<file path="src/rtl/vram_slot_port.sv">
// -----------------------------------------------------------------------------
// vram_slot_port
//
// Shared single-port video RAM port that sits behind the access manager. The
// RAM is granted only in the access slots marked by mainCE (main logic) and
// pacmanCE (pacman sprite engine). Each client owns a 1-deep request holding
// register. Read data comes back through a tagged latency pipe so that each
// client receives only its own data.
//
// Parameters
//   ADDR_W  RAM address width
//   DATA_W  RAM data width
//   RD_LAT  RAM read latency in cycles (1..3); rvalid appears RD_LAT+1 cycles
//           after the slot cycle in which the read was issued
//
// Ports
//   clk, reset        clock, asynchronous active-low reset
//   mainCE, pacmanCE  access slot enables
//   main_stb/we/addr/wdata -> main_ack        main request and capture pulse
//   main_rvalid, main_rdata                   main read return
//   pac_stb/addr -> pac_ack                   pacman read request and capture pulse
//   pac_rvalid, pac_rdata                     pacman read return
//   ram_addr/wdata/we (out), ram_rdata (in)   RAM side, outputs registered
//   err_flags         sticky {slot conflict, pac overrun, main overrun}
// -----------------------------------------------------------------------------
module vram_slot_port #(
   parameter int ADDR_W = 10,
   parameter int DATA_W = 8,
   parameter int RD_LAT = 1
) (
   input  logic              clk,
   input  logic              reset,
   input  logic              mainCE,
   input  logic              pacmanCE,
   input  logic              main_stb,
   input  logic              main_we,
   input  logic [ADDR_W-1:0] main_addr,
   input  logic [DATA_W-1:0] main_wdata,
   output logic              main_ack,
   output logic              main_rvalid,
   output logic [DATA_W-1:0] main_rdata,
   input  logic              pac_stb,
   input  logic [ADDR_W-1:0] pac_addr,
   output logic              pac_ack,
   output logic              pac_rvalid,
   output logic [DATA_W-1:0] pac_rdata,
   output logic [ADDR_W-1:0] ram_addr,
   output logic [DATA_W-1:0] ram_wdata,
   output logic              ram_we,
   input  logic [DATA_W-1:0] ram_rdata,
   output logic [2:0]        err_flags
);

   // Request holding registers
   logic              r_main_pend;
   logic              r_main_we;
   logic [ADDR_W-1:0] r_main_addr;
   logic [DATA_W-1:0] r_main_wdata;
   logic              r_pac_pend;
   logic [ADDR_W-1:0] r_pac_addr;

   // Registered outputs
   logic              r_main_ack;
   logic              r_pac_ack;
   logic              r_main_rvalid;
   logic              r_pac_rvalid;
   logic [DATA_W-1:0] r_main_rdata;
   logic [DATA_W-1:0] r_pac_rdata;
   logic [ADDR_W-1:0] r_ram_addr;
   logic [DATA_W-1:0] r_ram_wdata;
   logic              r_ram_we;
   logic [2:0]        r_err;

   // Return pipe: one valid bit and one client tag (1 = pacman) per stage
   logic [RD_LAT-1:0] r_pipe_vld;
   logic [RD_LAT-1:0] r_pipe_pac;

   logic w_main_cap;
   logic w_pac_cap;
   logic w_main_issue;
   logic w_pac_issue;
   logic w_rd_issue;
   logic w_exit_vld;
   logic w_exit_pac;

   // Capture only looks at the pending bit before this edge, so a strobe that
   // arrives while the old request is issuing is still treated as an overrun.
   assign w_main_cap   = main_stb & ~r_main_pend;
   assign w_pac_cap    = pac_stb  & ~r_pac_pend;

   // Pacman has priority when both slots coincide; main can still take a
   // shared slot when pacman has nothing pending.
   assign w_pac_issue  = pacmanCE & r_pac_pend;
   assign w_main_issue = mainCE & r_main_pend & ~w_pac_issue;

   // Writes never enter the return pipe.
   assign w_rd_issue   = w_pac_issue | (w_main_issue & ~r_main_we);

   assign w_exit_vld   = r_pipe_vld[RD_LAT-1];
   assign w_exit_pac   = r_pipe_pac[RD_LAT-1];

   always_ff @(posedge clk or negedge reset) begin
      if (!reset) begin
         r_main_pend   <= 1'b0;
         r_main_we     <= 1'b0;
         r_main_addr   <= '0;
         r_main_wdata  <= '0;
         r_pac_pend    <= 1'b0;
         r_pac_addr    <= '0;
         r_main_ack    <= 1'b0;
         r_pac_ack     <= 1'b0;
         r_main_rvalid <= 1'b0;
         r_pac_rvalid  <= 1'b0;
         r_main_rdata  <= '0;
         r_pac_rdata   <= '0;
         r_ram_addr    <= '0;
         r_ram_wdata   <= '0;
         r_ram_we      <= 1'b0;
         r_err         <= 3'b000;
         r_pipe_vld    <= '0;
         r_pipe_pac    <= '0;
      end else begin
         // Capture
         r_main_ack <= w_main_cap;
         r_pac_ack  <= w_pac_cap;

         if (w_main_cap) begin
            r_main_pend  <= 1'b1;
            r_main_we    <= main_we;
            r_main_addr  <= main_addr;
            r_main_wdata <= main_wdata;
         end else if (w_main_issue) begin
            r_main_pend  <= 1'b0;
         end

         if (w_pac_cap) begin
            r_pac_pend <= 1'b1;
            r_pac_addr <= pac_addr;
         end else if (w_pac_issue) begin
            r_pac_pend <= 1'b0;
         end

         // Sticky error flags
         if (main_stb & r_main_pend) r_err[0] <= 1'b1;
         if (pac_stb & r_pac_pend)   r_err[1] <= 1'b1;
         if (mainCE & pacmanCE)      r_err[2] <= 1'b1;

         // Issue to RAM; address and write data hold when idle
         r_ram_we <= w_main_issue & r_main_we;
         if (w_pac_issue) begin
            r_ram_addr  <= r_pac_addr;
         end else if (w_main_issue) begin
            r_ram_addr  <= r_main_addr;
            r_ram_wdata <= r_main_wdata;
         end

         // Return pipe
         r_pipe_vld[0] <= w_rd_issue;
         r_pipe_pac[0] <= w_pac_issue;
         for (int i = 1; i < RD_LAT; i++) begin
            r_pipe_vld[i] <= r_pipe_vld[i-1];
            r_pipe_pac[i] <= r_pipe_pac[i-1];
         end

         // Return to the tagged client
         r_main_rvalid <= w_exit_vld & ~w_exit_pac;
         r_pac_rvalid  <= w_exit_vld & w_exit_pac;
         if (w_exit_vld & ~w_exit_pac) r_main_rdata <= ram_rdata;
         if (w_exit_vld & w_exit_pac)  r_pac_rdata  <= ram_rdata;
      end
   end

   assign main_ack    = r_main_ack;
   assign main_rvalid = r_main_rvalid;
   assign main_rdata  = r_main_rdata;
   assign pac_ack     = r_pac_ack;
   assign pac_rvalid  = r_pac_rvalid;
   assign pac_rdata   = r_pac_rdata;
   assign ram_addr    = r_ram_addr;
   assign ram_wdata   = r_ram_wdata;
   assign ram_we      = r_ram_we;
   assign err_flags   = r_err;

endmodule

</file>
<file path="config.mk">
export PLATFORM = sky130hd
export DESIGN_NAME = vram_slot_port
export DESIGN_NICKNAME = d
export VERILOG_FILES = /design/src/rtl/vram_slot_port.sv
export SDC_FILE = /design/constraint.sdc
export NUM_CORES = 1
export LEC_CHECK = 0
export CORE_AREA = 2 2 86 88
export CTS_CLUSTER_SIZE = 24
export DETAILED_ROUTE_END_ITERATION = 10
export DIE_AREA = 0 0 88 90
export HOLD_SLACK_MARGIN = 0.02
export PLACE_DENSITY = 0.74
export RECOVER_POWER = 25
export SYNTH_ARGS = -nofsm -noshare
export SYNTH_HDL_FRONTEND = slang
export SYNTH_SLANG_ARGS = --single-unit
</file>
<file path="constraint.sdc">
create_clock -name clk -period 1.3 [get_ports clk]
set_input_delay 0.195 -clock clk [delete_from_list [all_inputs] [get_ports clk]]
set_output_delay 0.195 -clock clk [all_outputs]
set_load 0.01 [all_outputs]
</file>
# Word-level counts from Yosys, hierarchy flattened
# Index checks and enable logic that the tools add are counted.
# word_totals
register_bits	75
input_bits	43
output_inout_bits	42
elab_cells	48
# op_classes
mux	6
n_bitwise	18
n_reduce_logical	4
# ops
cell	n
10-bit 2-to-1 mux	2
1-bit bitwise AND	12
2-bit nonzero test	3
1-bit NOT	5
1-bit 2-to-1 mux	4
2-bit AND reduction	1
1-bit OR	1

# Depth between registers and ports, before layout
# depth
word_depth	5
mapped_depth	5
ltp_nobuf	3

# Least setup slack after synthesis
# Ideal clock, no wire load.
# synth_path
path_kind	register -> register
startpoint	reg r_pac_pend
endpoint	reg r_ram_wdata[0], in the netlist ram_wdata[0]
setup_ps	125
t_arrival_ps	1148
setup_slack_ps	27
path_stages_with_launch	5
period_less_slack_ps	1273
cell_sequence	dfrtp_1 -> and2_1 -> buf_6 -> nor2_8 -> mux2_4
# synth_between
elab_chain_len	4
# synth_rtl
element	line	rtl
start, declared	59	logic r_pac_pend;
start signal, assigned	108	r_pac_pend <= 1'b0;
start signal, assigned	137	r_pac_pend <= 1'b1;
start signal, assigned	140	r_pac_pend <= 1'b0;
1-bit bitwise AND (*)	93	assign w_pac_issue = pacmanCE & r_pac_pend;
1-bit NOT (no source line) (*)	--	
1-bit bitwise AND	94	assign w_main_issue = mainCE & r_main_pend & ~w_pac_issue;
2-bit AND reduction (no source line) (*)	--	
end signal, assigned	154	r_ram_wdata <= r_main_wdata;
end, declared	70	logic [DATA_W-1:0] r_ram_wdata;
# Mark *: on every way between the ends. The rest lies on a longest branch, timed or not.
# A chain may end at the register's enable or synchronous reset.

# Worst setup path in the final report
# layout_path
startpoint	reg r_main_pend
endpoint	reg r_main_addr[9]
# layout_between
elab_chain_len	2
# layout_rtl
element	line	rtl
start, declared	55	logic r_main_pend;
start signal, assigned	104	r_main_pend <= 1'b0;
start signal, assigned	128	r_main_pend <= 1'b1;
start signal, assigned	133	r_main_pend <= 1'b0;
1-bit NOT	88	assign w_main_cap = main_stb & ~r_main_pend;
1-bit bitwise AND	88	
end signal, assigned	130	r_main_addr <= main_addr;
end, declared	57	logic [ADDR_W-1:0] r_main_addr;
# Every way passes these cells.

==> reports/summary.txt <==
Status -> finished clean
Fraction of layout cells with a size suffix above 1 -> 20.8%
DR DRC count -> 0
Die W -> 88 um
Pleak -> 0.00189 uW
MaxCap Viol Count -> 0
WL/cell -> 13.9 um
Hold Slack -> 413 ps
FP Rows -> 31
Slew Limit Headroom -> 73.4%
Global-route wire length before repair -> 8480 um
Pins over their slew limit -> 0
Seq/Total Area, Yosys -> 65.7%
Ant diodes -> 0
Largest net degree at the start of global routing -> 76
Yosys warnings -> 0
Min Tclk post-route -> 1280 ps
Unrepaired setup endpoints after global routing -> true
Insertion delay to the later sink of the worst-skew pair -> 330 ps
I/O pins -> 85
RD Place Congestion -> 0.658
Period Utilization, post-route -> 98.6%
Fill cells -> 592
Worst EP arrival -> 1500 ps
Clock-pin slew on the worst setup and hold paths -> 70 ps
CTS buffer count -> 9
Total number of vias -> 1782
Startpoint Class -> flop
Peak supply drop -> 995 uV
Fmax -> 780 MHz
Setup Crit Path Kind -> reg2reg
Post-route cell area -> 0.00413 mm^2
Starting DRT DRC Count -> 51
Avg Cell Area, Syn -> 15.6 um^2
Setup-failing EPs final -> 0
WL final -> 5390 um
Hold WC Path Type -> in2async
Clock Path Buffers -> 2
Total gr overflow -> 0
Post-DP Area -> 0.00388 mm^2
CTS tree -> yes
Final Hold Viols -> 0
Port buffer count -> 84
Final Skew -> 2.35 ps
CTS H-Tree Depth -> 3
DRT antenna net count -> 0
Number of synthesized register bits -> 75
Root Buffer Master -> clkbuf_8
NumNets Final -> 328
Mapped Area -> 0.00286 mm^2
Post-Layout Cell Count -> 388
Clock sinks -> 75
Post-DP HPWL -> 3500 um
Via count of the first global-routing pass -> 1780
CP Max Fanout -> 10
Total core area -> 0.00702 mm^2
Overall power consumption -> 7580 uW
Initial antenna violation count -> 0
Worst Max-Slew Pin Slew -> 399 ps
Count of cell types in the netlist -> 18
Pwr Density -> 1830 mW/mm^2
Placed cells -> 368
DRT Pass-1 Iters -> 4
Initial Util -> 40.7%
Area grow syn2layout -> 44.6%
All-Layer GR Usage -> 13.9%
Die Y -> 90 um
Worst Path Required -> 1510 ps
Full die area -> 0.00792 mm^2
Syn nets -> 226
Crit. End Element -> flop
Post-Synthesis Cells -> 183
Routed vias/inst -> 4.59
-- synth_stat cells --
cell      count  area [um^2]
a21o_1        4         30.0
and2_1        2         12.5
buf_2         5         25.0
buf_4         2         15.0
buf_6         1         11.3
dfrtp_1      75         1880
inv_1         2         7.51
mux2_1       30          338
mux2_2       15          169
mux2_4        8          120
mux2i_1      10          100
nand2_1      11         41.3
nand2_2       1         6.26
nor2_1        2         7.51
nor2_8        1         20.0
nor2b_1       3         18.8
o21ai_1      10         50.1
o21bai_1      1         7.51
-- critical path: stages, from the launching register on --
cell	delay [ps]
dfrtp_2	460
nor2b_4	190
clkbuf_16	200
mux2_1	320
-- through the flow --
step           setup TNS [ps]  worst slack [ps]  utilization, %
3_5_place_dp           -10260              -246            55.3
3_3_place_gp            -9170              -223            55.3
5_1_grt                  -102             -20.1            58.8
2_1_floorplan               0              26.8               -
6_report                    0              18.1            58.8
4_1_cts                     0              2.14            57.9
-- sequential cells by signal, summed over array words and instances (netlist names) --
name,count
err_flags,3
main_ack,1
main_rdata,8
main_rvalid,1
pac_ack,1
pac_rdata,8
pac_rvalid,1
r_main_addr,10
r_main_pend,1
r_main_wdata,8
r_main_we,1
r_pac_addr,10
r_pac_pend,1
r_pipe_pac,1
r_pipe_vld,1
ram_addr,10
ram_wdata,8
ram_we,1
-- power by group --
| part | internal (uW) | total (uW) | switching, uW |
|---|---|---|---|
| combinational | 1310 | 2200 | 893 |
| sequential | 3110 | 3470 | 365 |
| clock | 1120 | 1900 | 789 |
| total | 5530 | 7580 | 2050 |
-- cells by family (layout without fill, tap and decap cells) --
group                  count (synthesis)  in the layout  synth area share [%]
buffers and inverters                 10            115                  2.06
and+or+nand+nor                       20             21                  3.72
muxes                                 63             63                  25.4
DFF                                   75             75                  65.7
AOI/OAI and AO/OA                     15             15                  3.07
-- final timing paths --
check / start / to / slack (ps) / cells past startpoint
setup / recovery: r_main_pend$_DFFE_PN0P_ / r_main_addr[9]$_DFFE_PN0P_ / 20 / 3
setup reg to reg: r_main_pend$_DFFE_PN0P_ / r_main_addr[9]$_DFFE_PN0P_ / 20 / 3
hold reg to reg: err_flags[1]$_DFFE_PN0P_ / err_flags[1]$_DFFE_PN0P_ / 450 / 1
min in group clk: err_flags[1]$_DFFE_PN0P_ / err_flags[1]$_DFFE_PN0P_ / 450 / 1
max in group asynchronous: reset / main_rdata[0]$_DFFE_PN0P_ / 560 / 3
hold / removal: reset / ram_wdata[6]$_DFFE_PN0P_ / 410 / 3
-- final cells by class --
cell class	instances	area [um^2]	area share [%]
multi-input cells	99	955	23.1
well taps	99	124	3.00
inverters	2	7.51	0.182
clock buffers	10	138	3.33
repair buffers	98	952	23.0
clock inverters	5	77.6	1.88
flip-flops and latches	75	1880	45.5
-- placed cells by master (no fill, tap or decap), drive strengths merged --
master / instances
clkdlybuf4s50: 40
clkbuf: 11
buf: 13
and2: 2
o21bai: 1
nor2b: 3
dfrtp: 75
inv: 2
bufinv: 2
mux2i: 10
dlygate4sd3: 2
nor2: 4
a21o: 4
nand2: 12
o21ai: 10
mux2: 53
clkinv: 2
dlygate4sd2: 42
clkinvlp: 1
-- metal layers --
layer,GRT usage [%],part of all wire (%),up-vias
met3,4.87,6.2,7
met1,18.1,45,886
met2,20.7,48,54
met5,0,0,-
li1,-,-,835
met4,6.54,1.3,0
-- repair_timing --
| action | 4_1_cts | 5_1_grt |
|---|---|---|
| pin swaps | 0 | 2 |
| hold endpoints to repair | 75 | 0 |
| hold buffers | 1 | 0 |
| gates resized for setup | 42 | 8 |
| setup buffers | 1 | 1 |
| cloned | 0 | 2 |
| setup endpoints to repair | 45 | 27 |
Power figures use the tool's default switching activity.
